`src/rtl/imgproc_block_sched.sv`:
```
`default_nettype none
// ============================================================================
// Module   : imgproc_block_sched
// Purpose  : Streams a frame word-by-word from frame/background RAMs, marks
//            foreground pixels and counts them. Optional background update
//            via macro IMGPROC_BG_UPDATE_EN.
// Revision : 1.0 - initial release
// ============================================================================
module imgproc_block_sched #(
  parameter int PIXELS_PER_BLOCK = 16,
  parameter int NUMBER_OF_BLOCKS = 4800,
  parameter int ADDR_W           = 13,
  parameter int PIX_W            = 8,
  parameter int CNT_W            = 24,
  parameter int ALPHA_SHIFT      = 3
) (
  input  logic                              clk,
  input  logic                              rst_n,
  input  logic                              start,
  input  logic [PIX_W-1:0]                  threshold,
  input  logic [PIXELS_PER_BLOCK*PIX_W-1:0] read_pixel,
  input  logic [PIXELS_PER_BLOCK*PIX_W-1:0] bg_pixel,
  output logic [ADDR_W-1:0]                 read_address,
  output logic [ADDR_W-1:0]                 write_address,
  output logic [PIXELS_PER_BLOCK*PIX_W-1:0] write_pixel,
  output logic                              write_en,
  output logic                              busy,
  output logic                              done,
  output logic [CNT_W-1:0]                  fg_count
`ifdef IMGPROC_BG_UPDATE_EN
  ,
  output logic                              bg_write_en,
  output logic [PIXELS_PER_BLOCK*PIX_W-1:0] bg_write_pixel
`endif
);

  localparam int                c_PC_W      = $clog2(PIXELS_PER_BLOCK + 1);
  localparam logic [ADDR_W-1:0] c_LAST_ADDR = ADDR_W'(NUMBER_OF_BLOCKS - 1);

  typedef enum logic [1:0] {
    S_IDLE  = 2'd0,
    S_RUN   = 2'd1,
    S_DRAIN = 2'd2
  } state_t;

  state_t                              r_state;
  logic [PIX_W-1:0]                    r_thr;
  logic [ADDR_W-1:0]                   r_rd_addr;
  logic                                r_v1;
  logic [ADDR_W-1:0]                   r_a1;
  logic                                r_we;
  logic [ADDR_W-1:0]                   r_wa;
  logic [PIXELS_PER_BLOCK*PIX_W-1:0]   r_wp;
  logic                                r_busy;
  logic                                r_done;
  logic [CNT_W-1:0]                    r_fg;

  logic [PIXELS_PER_BLOCK-1:0]         w_fg;
  logic [PIXELS_PER_BLOCK*PIX_W-1:0]   w_class;
  logic [c_PC_W-1:0]                   w_pop;
  logic [CNT_W:0]                      w_sum;

`ifdef IMGPROC_BG_UPDATE_EN
  logic                                r_bgwe;
  logic [PIXELS_PER_BLOCK*PIX_W-1:0]   r_bgwp;
  logic [PIXELS_PER_BLOCK*PIX_W-1:0]   w_bg_new;
`else
  logic                                w_unused_alpha;
  assign w_unused_alpha = (ALPHA_SHIFT != 0);
`endif

  // Per-lane classification on the word returned for address r_a1.
  for (genvar gi = 0; gi < PIXELS_PER_BLOCK; gi++) begin : g_lane
    logic [PIX_W-1:0] w_px;
    logic [PIX_W-1:0] w_bg;
    logic [PIX_W:0]   w_diff;

    assign w_px   = read_pixel[gi*PIX_W +: PIX_W];
    assign w_bg   = bg_pixel[gi*PIX_W +: PIX_W];
    assign w_diff = (w_px >= w_bg) ? ({1'b0, w_px} - {1'b0, w_bg})
                                   : ({1'b0, w_bg} - {1'b0, w_px});
    assign w_fg[gi] = (w_diff > {1'b0, r_thr});
    assign w_class[gi*PIX_W +: PIX_W] = {PIX_W{w_fg[gi]}};

`ifdef IMGPROC_BG_UPDATE_EN
    logic signed [PIX_W+1:0] w_delta;
    logic signed [PIX_W+1:0] w_step;
    logic signed [PIX_W+1:0] w_upd;

    assign w_delta = $signed({2'b00, w_px}) - $signed({2'b00, w_bg});
    assign w_step  = w_delta >>> ALPHA_SHIFT;
    assign w_upd   = $signed({2'b00, w_bg}) + w_step;
    // Sign bit flags underflow; bit PIX_W flags overflow of a positive sum.
    assign w_bg_new[gi*PIX_W +: PIX_W] = w_fg[gi]       ? w_bg :
                                         w_upd[PIX_W+1] ? {PIX_W{1'b0}} :
                                         w_upd[PIX_W]   ? {PIX_W{1'b1}} :
                                                          w_upd[PIX_W-1:0];
`endif
  end

  always_comb begin
    w_pop = '0;
    for (int i = 0; i < PIXELS_PER_BLOCK; i++) begin
      w_pop = w_pop + c_PC_W'(w_fg[i]);
    end
  end

  assign w_sum = {1'b0, r_fg} + (CNT_W+1)'(w_pop);

  always_ff @(posedge clk) begin
    if (!rst_n) begin
      r_state   <= S_IDLE;
      r_thr     <= '0;
      r_rd_addr <= '0;
      r_v1      <= 1'b0;
      r_a1      <= '0;
      r_we      <= 1'b0;
      r_wa      <= '0;
      r_wp      <= '0;
      r_busy    <= 1'b0;
      r_done    <= 1'b0;
      r_fg      <= '0;
`ifdef IMGPROC_BG_UPDATE_EN
      r_bgwe    <= 1'b0;
      r_bgwp    <= '0;
`endif
    end else begin
      r_done <= 1'b0;
      r_v1   <= (r_state == S_RUN);
      r_a1   <= r_rd_addr;
      r_we   <= r_v1;
`ifdef IMGPROC_BG_UPDATE_EN
      r_bgwe <= r_v1;
`endif
      if (r_v1) begin
        r_wa <= r_a1;
        r_wp <= w_class;
        r_fg <= w_sum[CNT_W] ? {CNT_W{1'b1}} : w_sum[CNT_W-1:0];
`ifdef IMGPROC_BG_UPDATE_EN
        r_bgwp <= w_bg_new;
`endif
      end

      case (r_state)
        S_IDLE: begin
          if (start) begin
            r_state   <= S_RUN;
            r_rd_addr <= '0;
            r_fg      <= '0;
            r_busy    <= 1'b1;
            r_thr     <= threshold;
          end
        end
        S_RUN: begin
          if (r_rd_addr == c_LAST_ADDR) begin
            r_state <= S_DRAIN;
          end else begin
            r_rd_addr <= r_rd_addr + 1'b1;
          end
        end
        S_DRAIN: begin
          // Last word is on the write port this cycle; finish next cycle.
          if (r_we && (r_wa == c_LAST_ADDR)) begin
            r_state <= S_IDLE;
            r_busy  <= 1'b0;
            r_done  <= 1'b1;
          end
        end
        default: r_state <= S_IDLE;
      endcase
    end
  end

  assign read_address  = r_rd_addr;
  assign write_address = r_wa;
  assign write_pixel   = r_wp;
  assign write_en      = r_we;
  assign busy          = r_busy;
  assign done          = r_done;
  assign fg_count      = r_fg;
`ifdef IMGPROC_BG_UPDATE_EN
  assign bg_write_en    = r_bgwe;
  assign bg_write_pixel = r_bgwp;
`endif

endmodule
`default_nettype wire

```
`config.mk`:
```
export PLATFORM = sky130hd
export DESIGN_NAME = imgproc_block_sched
export DESIGN_NICKNAME = d
export VERILOG_FILES = /design/src/rtl/imgproc_block_sched.sv
export SDC_FILE = /design/constraint.sdc
export NUM_CORES = 1
export LEC_CHECK = 0
export ABC_AREA = 1
export CAP_MARGIN = 20
export CORE_MARGIN = 3
export CORE_UTILIZATION = 55
export CTS_BUF_LIST = sky130_fd_sc_hd__clkbuf_4
export CTS_CLUSTER_DIAMETER = 60
export CTS_CLUSTER_SIZE = 24
export DETAILED_ROUTE_END_ITERATION = 10
export MAX_ROUTING_LAYER = met4
export PLACE_DENSITY = 0.83
export SLEW_MARGIN = 20
export SYNTH_ARGS = -nofsm -noshare
export SYNTH_HDL_FRONTEND = slang
export SYNTH_SLANG_ARGS = --single-unit
```
`constraint.sdc`:
```
create_clock -name clk -period 9 [get_ports clk]
set_clock_uncertainty 0.1 [all_clocks]
set_input_delay 1.8 -clock clk [delete_from_list [all_inputs] [get_ports clk]]
set_output_delay 1.8 -clock clk [all_outputs]
set_load 0.01 [all_outputs]
```
Word-level counts from Yosys, hierarchy flattened:

Index checks and enable logic that the tools add are counted.

* output and inout port bits: 181
* flip-flop bits (word level): 198
* word-level logic and storage cells: 140
* input bits: 267

* add/subtract/negate cells: 49
* mux-type cells: 31
* reduce and logical (&&, ||, !) cells: 9
* magnitude comparators: 32
* eq/ne operators: 8

Operators with widths (count)
* subtractor 8 x 8 -> 9 bit: 32
* > comparator 9 x 8 -> 1 bit: 16
* two-way mux 9 bit: 16
* >= comparator 8 bit: 16
* two-way mux 24 bit: 4
* adder 5 x 1 -> 5 bit: 11
* equality test 13 bit (second input constant): 2
* two-way mux 13 bit: 2
* one-hot mux 13 bit (2 select lines): 1
* adder 24 x 5 -> 25 bit: 1
* adder 13 x 1 -> 13 bit (second input constant): 1
* AND reduction 3 bit: 3
* two-way mux 2 bit: 3
* inequality test 2 bit (second input constant): 3
* one-hot mux 2 bit (3 select lines): 1
* adder 4 x 1 -> 5 bit: 1
* adder 3 x 1 -> 4 bit: 1
* AND reduction 2 bit: 2
* nonzero test 2 bit: 2
* adder 2 x 1 -> 3 bit: 1
* two-way mux 1 bit: 3
* adder 1 x 1 -> 2 bit: 1
* equality test 2 x 1 -> 1 bit (second input constant): 1
* equality test 2 bit (second input constant): 1
* other kinds (4): 4

Longest topological paths before layout:

Gate-level depths: netlist (run 1).

* depth after elaboration: 23
* gate-level depth with buffers: 43
* depth with buffers taken out: 42

Worst setup path after synthesis (run 1):

No wires, ideal clock.

* path kind: input to register
* start point: input read_pixel[98]
* end point: register r_fg[12], in the netlist fg_count[12]
* setup time: 0.056 ns
* path slack: 1.131 ns
* cell stages on the path: 38
* data arrival time: 7.713 ns
* cells stage by stage: inv_1 -> ha_1 -> buf_2 -> nand2_1 -> nor2_1 -> o21ai_0 -> nand2_1 -> nand2_1 -> nand2_2 -> inv_1 -> nand2_1 -> nand2_1 -> inv_1 -> ha_1 -> nand2_1 -> nor2_1 -> nand2_1 -> nand3_1 -> [... 2 more ...] -> nand2_1 -> nand2_1 -> nand2_1 -> and2_1 -> fa_1 -> fa_1 -> fa_1 -> fa_1 -> fa_1 -> fa_1 -> inv_1 -> nand4_2 -> a21oi_4 -> nand4_4 -> buf_6 -> nand3_1 -> nand2_1 -> inv_1

* longest elaborated chain between the ends: 12

RTL lines
* start, declared: line 21 `input logic [PIXELS_PER_BLOCK*PIX_W-1:0] read_pixel,`
* subtractor 8 x 8 -> 9 bit, or another cell as far along: line 81 `: ({1'b0, w_bg} - {1'b0, w_px});`
* two-way mux 9 bit (*): line 80 `assign w_diff = (w_px >= w_bg) ? ({1'b0, w_px} - {1'b0, w_bg})`
* > comparator 9 x 8 -> 1 bit (*): line 82 `assign w_fg[gi] = (w_diff > {1'b0, r_thr});`
* adder 5 x 1 -> 5 bit (*) (4 in a row): line 104 `w_pop = w_pop + c_PC_W'(w_fg[i]);`
* adder 24 x 5 -> 25 bit (*): line 108 `assign w_sum = {1'b0, r_fg} + (CNT_W+1)'(w_pop);`
* two-way mux 24 bit (*): line 138 `r_fg <= w_sum[CNT_W] ? {CNT_W{1'b1}} : w_sum[CNT_W-1:0];`
* two-way mux 24 bit (*): line 135 `if (r_v1) begin`
* two-way mux 24 bit: line 146 `if (start) begin`
* two-way mux 24 bit (*): line 144 `case (r_state)`
* end signal, assigned: line 138
* end, declared: line 56 `logic [CNT_W-1:0] r_fg;`

Mark *: on every way between the ends. The rest lies on a longest branch, timed or not.
A chain may end at the register's enable or synchronous reset.

Worst setup path after layout (run 1):

* start point: input read_pixel[118]
* end point: register r_fg[18], in the netlist fg_count[18]

* longest elaborated chain between the ends: 10

RTL lines (line)
* subtractor 8 x 8 -> 9 bit, or another cell as far along: 81
* two-way mux 9 bit (*): 80
* > comparator 9 x 8 -> 1 bit (*): 82
* adder 5 x 1 -> 5 bit (*) (2 in a row): 104
* adder 24 x 5 -> 25 bit (*): 108
* two-way mux 24 bit (*): 138
* two-way mux 24 bit (*): 135
* two-way mux 24 bit: 146
* two-way mux 24 bit (*): 144

Marks and branches as above.

==> flow_metrics.env, run 1 <==
export IMPL_clkSinkCount=93
export IMPL_hold_viol_final=0
export IMPL_synthTopCellsByCount="nand2_1, inv_1, ha_1, nor2_1, a21oi_1"
export IMPL_antenna_found_initial=5
export IMPL_fp_dieW_um=205
export IMPL_critPathArrivalTime_ns=8.83
export IMPL_start_util=0.561
export IMPL_grt_pass1_vias=20800
export IMPL_grt_ovfl_total=0
export IMPL_syn_area_sq_um=21800
export IMPL_synth_fa_ha_area_frac=0.266
export IMPL_drt_iter0_drc=1180
export IMPL_cts_hold_buffers=0
export IMPL_p_leak_uw=0.0145
export IMPL_power_frac_clock=0.095
export IMPL_rr_endpoint="fg_count[18]"
export IMPL_tightest_slew_ns=0.918
export IMPL_cts_tree="built"
export IMPL_maxSlewViolCount=0
export IMPL_hp_class="flop to flop"
export IMPL_grt_pass1_wl_um=96900
export IMPL_dr_pass1_iters=5
export IMPL_cts_root_buf="clkbuf_4"
export IMPL_viasPerCell=5.03
export IMPL_ys_ff_latch=93
export IMPL_synth_xor_area_frac=0.0662
export IMPL_route_met3_wl_um=3960
export IMPL_yosysUniqueCellTypes=45
export IMPL_topRoutingLayerUsed="met4"
export IMPL_intPower_uw=1460
export IMPL_synth_avg_cell_area_sq_um=6.05
export IMPL_slowest_stage="fa_1"
export IMPL_drcViolationCount=0
export IMPL_io_buffers=447
export IMPL_clk_pin_slew_ns=0.15
export IMPL_wl_met2_um=29100
export IMPL_place_congestion=0.955
export IMPL_hold_start="r_a1[2]"
export IMPL_wl_um=59900
export IMPL_pin_count=448
export IMPL_setup_viol=0
export IMPL_antenna_left=0
export IMPL_synth_edf_count=0
export IMPL_rsz0062_at_grt="false"
export IMPL_synthArstFlopShare=0
export IMPL_cts_buffers=9
export IMPL_core_area_sq_um=38900
export IMPL_synth_compound_area_frac=0.116
export IMPL_syn_inst=3606
export IMPL_maxSlewHeadroom=0.384
export IMPL_track_usage=0.282
export IMPL_yosysWarnings=0
export IMPL_synth_ff_type="dfxtp_1"
export IMPL_synth_largest_area_cell="ha_1"
export IMPL_routedWlPerCell_um=13.5
export IMPL_min_path_cells=2
export IMPL_wl_met1_um=26000
export IMPL_synth_top_family_by_area="simple AND/OR/NAND/NOR gates"
export IMPL_endpoint_kind="flop"
export IMPL_crit_required_ns=9.30
export IMPL_status="finished, final reports clean"
export IMPL_grt_max_degree=68
export IMPL_r2r_start="r_thr[3]"
export IMPL_clkLatencyLatePin_ns=0.50
export IMPL_start_kind="input port"
export IMPL_cts_max_level=3
export IMPL_dp_hpwl_um=50100
export IMPL_fp_row_count=72
export IMPL_power_total_uw=2880
export IMPL_synth_area_top_cells="ha_1, nand2_1, inv_1, dfxtp_1, xor2_1"
export IMPL_cap_violations=0
export IMPL_post_route_min_period_ns=8.53
export IMPL_vdd_drop_max_v=0.000133
export IMPL_synth_fp_nets=4310
export IMPL_worst_path_most_repeated_cell="nand2_1"
export IMPL_drive_above_1_share=0.0189
export IMPL_die_y_um=205
export IMPL_clock_path_buffers=2
export IMPL_fin_util=0.671
export IMPL_ys_seq_area_frac=0.0853
export IMPL_power_density_nw_per_um2=110
export IMPL_nets=4608
export IMPL_switchingPower_uw=1420
export IMPL_hold_end="write_address[2]"
export IMPL_synth_top_cell_area_share=0.225
export IMPL_dieArea_sq_um=42100
export IMPL_critPathMaxStageDelay_ns=0.55
export IMPL_seqPwrFrac=0.159
export IMPL_p_comb_frac=0.745
export IMPL_hold_ws_ns=0.368
export IMPL_vias=22300
export IMPL_setup_tns_ns=0
export IMPL_syn2layout_area_growth_pct=19.7
export IMPL_crit_type="input port to flop"
export IMPL_fmax_ghz=0.117
export IMPL_dpl_worst_slack_ns=0.0111
export IMPL_period_share=0.948
export IMPL_path_max_fanout=10
export IMPL_muxShareOfSynthArea=0
export IMPL_synth_simple_area_share=0.287
export IMPL_r2r_cells=28
export IMPL_synth_most_common_cell="nand2_1"
export IMPL_rrSetupSlack_ns=2.77
export IMPL_swShare=0.492
export IMPL_setup_ws_ns=0.466
critical path, delay by kind of cell:
| kind | cells | cell delay, ns |
|---|---|---|
| fa+ha+maj | 8 | 3.50 |
| compound gates | 5 | 1.11 |
| buf+inv | 6 | 1.07 |
| simple gates | 15 | 1.35 |
cells by family after synthesis:
family | count (synthesis)
buffers and inverters | 909
AND/OR/NAND/NOR | 1546
adder cells (fa/ha/maj) | 437
AO/OA/AOI/OAI | 456
flip-flops | 93
XOR/XNOR | 165
stage by stage:
step | cell area [sq um] | cells
floorplan | 21800 | 3606
global placement | 25900 | 4409
detailed placement | 25900 | 4409
CTS | 26100 | 4425
global route | 26100 | 4432
finish | 26100 | 4432
state kept, by name, summed over array words and instances, names as in the netlist:
register       count
fg_count          24
write_pixel       16
r_a1              13
read_address      13
write_address     13
r_thr              8
r_state            2
busy               1
done               1
r_v1               1
write_en           1
power by group through the flow:
stage          sequential [uW]  clock [uW]  combinational [uW]
2_1_floorplan              467           0                1560
3_3_place_gp               468           0                2090
3_5_place_dp               469           0                2140
4_1_cts                    460         280                2150
5_1_grt                    463         292                2480
6_report                   459         275                2150
cells in the final DEF (no fill, tap or decap), types with 12 or more instances in the layout:
cell / count
o21ai_0: 112
nand2_2: 15
a21oi_1: 235
ha_1: 393
clkdlybuf4s50_1: 447
nand4_1: 33
a21o_1: 23
o211ai_1: 34
inv_1: 719
xnor2_1: 13
nor2_1: 264
a31oi_1: 17
o21a_1: 12
buf_4: 21
nand3_1: 168
xor2_1: 152
fa_1: 44
dfxtp_1: 92
nand2_1: 1024
worst max-delay path by stage:
stage                               start           end  slack (ns)
after global placement    read_pixel[116]  fg_count[13]        0.12
after detailed placement  read_pixel[116]  fg_count[13]        0.01
after CTS                 read_pixel[116]   fg_count[7]        0.52
final                     read_pixel[118]  fg_count[18]        0.47
after floorplan            read_pixel[98]  fg_count[12]        1.13
after global routing       read_pixel[49]  fg_count[18]       0.009
metal layers:
| layer | track usage | vias to the layer above |
|---|---|---|
| li1 | - | 11600 |
| met1 | 0.342 | 9932 |
| met2 | 0.501 | 634 |
| met3 | 0.0410 | 64 |
| met4 | 0.0535 | 0 |
| met5 | - | - |
area by class of cell:
cell class,count,area (sq um)
repair buffers,468,4630
clock buffers,10,75.1
well taps,518,648
inverters,727,2730
diodes,5,12.5
flip-flops and latches,93,1860
multi-input cells,2605,16100
fillers,3603,12800
clock inverters,6,86.3
timing repair:
item	CTS	global route
buffers inserted	0	1
setup endpoints to repair	0	16
resized for setup	0	4
Power figures use the tool's default switching activity.
==> run 2, diff against run 1 <==
CORE_UTILIZATION = 37   (was 55)
PLACE_DENSITY = 0.59   (was 0.83)
==> run 2 against run 1 <==
Effect of this change:
- sequential cell count unchanged
- clock power down 16%
- combinational power about the same
- power down 1.1%
- critical path depth up 3
- hold slack worse by 0.0096 ns
==> flow_metrics.env, run 2 (synthesis gave the netlist of run 1 again) <==
export IMPL_endpoint_kind="flop"
export IMPL_track_usage=0.210
export IMPL_post_cts_buffers=0
export IMPL_setup_viol=0
export IMPL_vdd_drop_max_v=0.000104
export IMPL_dp_hpwl_um=54300
export IMPL_viasPerCell=4.62
export IMPL_worst_path_most_repeated_cell="nand2_1"
export IMPL_cap_violations=0
export IMPL_cts_hold_buffers=0
export IMPL_power_density_nw_per_um2=108
export IMPL_critPathArrivalTime_ns=8.73
export IMPL_path_max_fanout=15
export IMPL_placedCellCount=4663
export IMPL_clk_pin_slew_ns=0.16
export IMPL_critPathMaxStageDelay_ns=0.61
export IMPL_largest_reg_flops=24
export IMPL_hold_viol_final=0
export IMPL_crit_type="input port to flop"
export IMPL_r2r_start="r_thr[4]"
export IMPL_maxSlewHeadroom=0.415
export IMPL_crit_family="adder cells"
export IMPL_core_area_sq_um=58000
export IMPL_setup_tns_ns=0
export IMPL_grt_pass1_vias=21000
export IMPL_cts_root_buf="clkbuf_4"
export IMPL_dieArea_sq_um=61900
export IMPL_slowest_stage="fa_1"
export IMPL_grt_pass1_wl_um=106000
export IMPL_cts_tree="built"
export IMPL_crit_buf_inv=5
export IMPL_dr_pass1_iters=5
export IMPL_period_share=0.932
export IMPL_drt_iter0_drc=972
export IMPL_clkLatencyLatePin_ns=0.51
export IMPL_io_buffers=447
export IMPL_hp_class="flop to flop"
export IMPL_n_fill_cell=6248
export IMPL_setup_ws_ns=0.616
export IMPL_setup_worst_path_end="fg_count[17]"
export IMPL_r2r_cells=27
export IMPL_fmax_ghz=0.119
export IMPL_syn2layout_area_growth_pct=21.0
export IMPL_p_leak_uw=0.0145
export IMPL_cts_resized_gates=0
export IMPL_tightest_slew_ns=0.872
export IMPL_rrSetupSlack_ns=2.72
export IMPL_place_congestion=0.900
export IMPL_cts_max_level=3
export IMPL_clkSinkCount=93
export IMPL_power_total_uw=2850
export IMPL_start_kind="input port"
export IMPL_cts_buffers=9
export IMPL_path_depth=37
export IMPL_startpoint="read_pixel[97]"
export IMPL_finalNonFillerCells=4682
export IMPL_die_y_um=249
export IMPL_antenna_left=0
export IMPL_drcViolationCount=0
export IMPL_crit_required_ns=9.34
export IMPL_rsz0062_at_grt="false"
export IMPL_fin_util=0.455
export IMPL_mostFrequentLayoutCell="nand2_1"
export IMPL_clock_path_buffers=2
export IMPL_grt_max_degree=68
export IMPL_fp_row_count=88
export IMPL_antenna_found_initial=3
export IMPL_final_cell_mix="nand2_1, inv_1, clkdlybuf4s50_1"
export IMPL_routedWlPerCell_um=13.8
export IMPL_fp_dieW_um=249
export IMPL_drive_above_1_share=0.0189
export IMPL_vias=21600
export IMPL_maxSlewViolCount=0
export IMPL_post_route_min_period_ns=8.38
export IMPL_dpl_worst_slack_ns=0.115
export IMPL_nets=4613
export IMPL_status="finished, final reports clean"
export IMPL_pin_count=448
export IMPL_wl_um=64700
export IMPL_rr_endpoint="fg_count[17]"
export IMPL_grt_ovfl_total=0
export IMPL_start_util=0.376
run 2: changes by cell type in the layout (fill, tap and decap cells not counted), sizes merged:
cell	before	now
nand4	37	36
diode	5	3
clkbuf	10	9
bufinv	2	0
inv	726	728
buf	21	27
clkinv	4	5
run 2: metrics by stage:
stage                     hold WS [ns]  area [sq um]
final                            0.358         26400
after global routing             0.393         26400
after CTS                        0.360         26400
after detailed placement         0.343         26300
after global placement           0.339         26300
after floorplan                  0.331         21800
run 2: routing by layer:
metal / vias up / track usage / wire length, um
met5: - / - / 0
met4: 0 / 0.0342 / 768
met3: 42 / 0.0210 / 2710
met2: 476 / 0.372 / 31000
met1: 9466 / 0.262 / 30300
li1: 11600 / - / -
run 2: how the worst min path moves through the flow:
stage | from | end | slack [ns] | cells after the start
floorplan | r_a1[0] | write_address[0] | 0.33 | 2
global placement | r_a1[12] | write_address[12] | 0.34 | 2
detailed placement | r_a1[0] | write_address[0] | 0.34 | 2
CTS | r_a1[3] | write_address[3] | 0.36 | 2
global route | busy | busy | 0.39 | 2
finish | r_a1[2] | write_address[2] | 0.36 | 2
run 2: worst min-delay path, cell delays in order, from the launching register on:
cell     delay [ns]
dfxtp_1        0.34
nor2_1         0.04
nor2_1         0.08
run 2: cell type report:
class	instances	area (sq um)	share of cell area
Timing Repair Buffer	474	4680	0.177
Clock inverter	7	46.3	0.00175
Tap cell	765	957	0.0363
Sequential cell	93	1860	0.0706
Inverter	727	2730	0.103
Antenna cell	3	7.51	0.000284
Multi-Input combinational cell	2604	16100	0.608
Clock buffer	9	67.6	0.00256
run 2: power breakdown:
part | internal, uW | switching [uW]
registers | 432 | 33.0
logic | 919 | 1240
clock network | 57.6 | 172
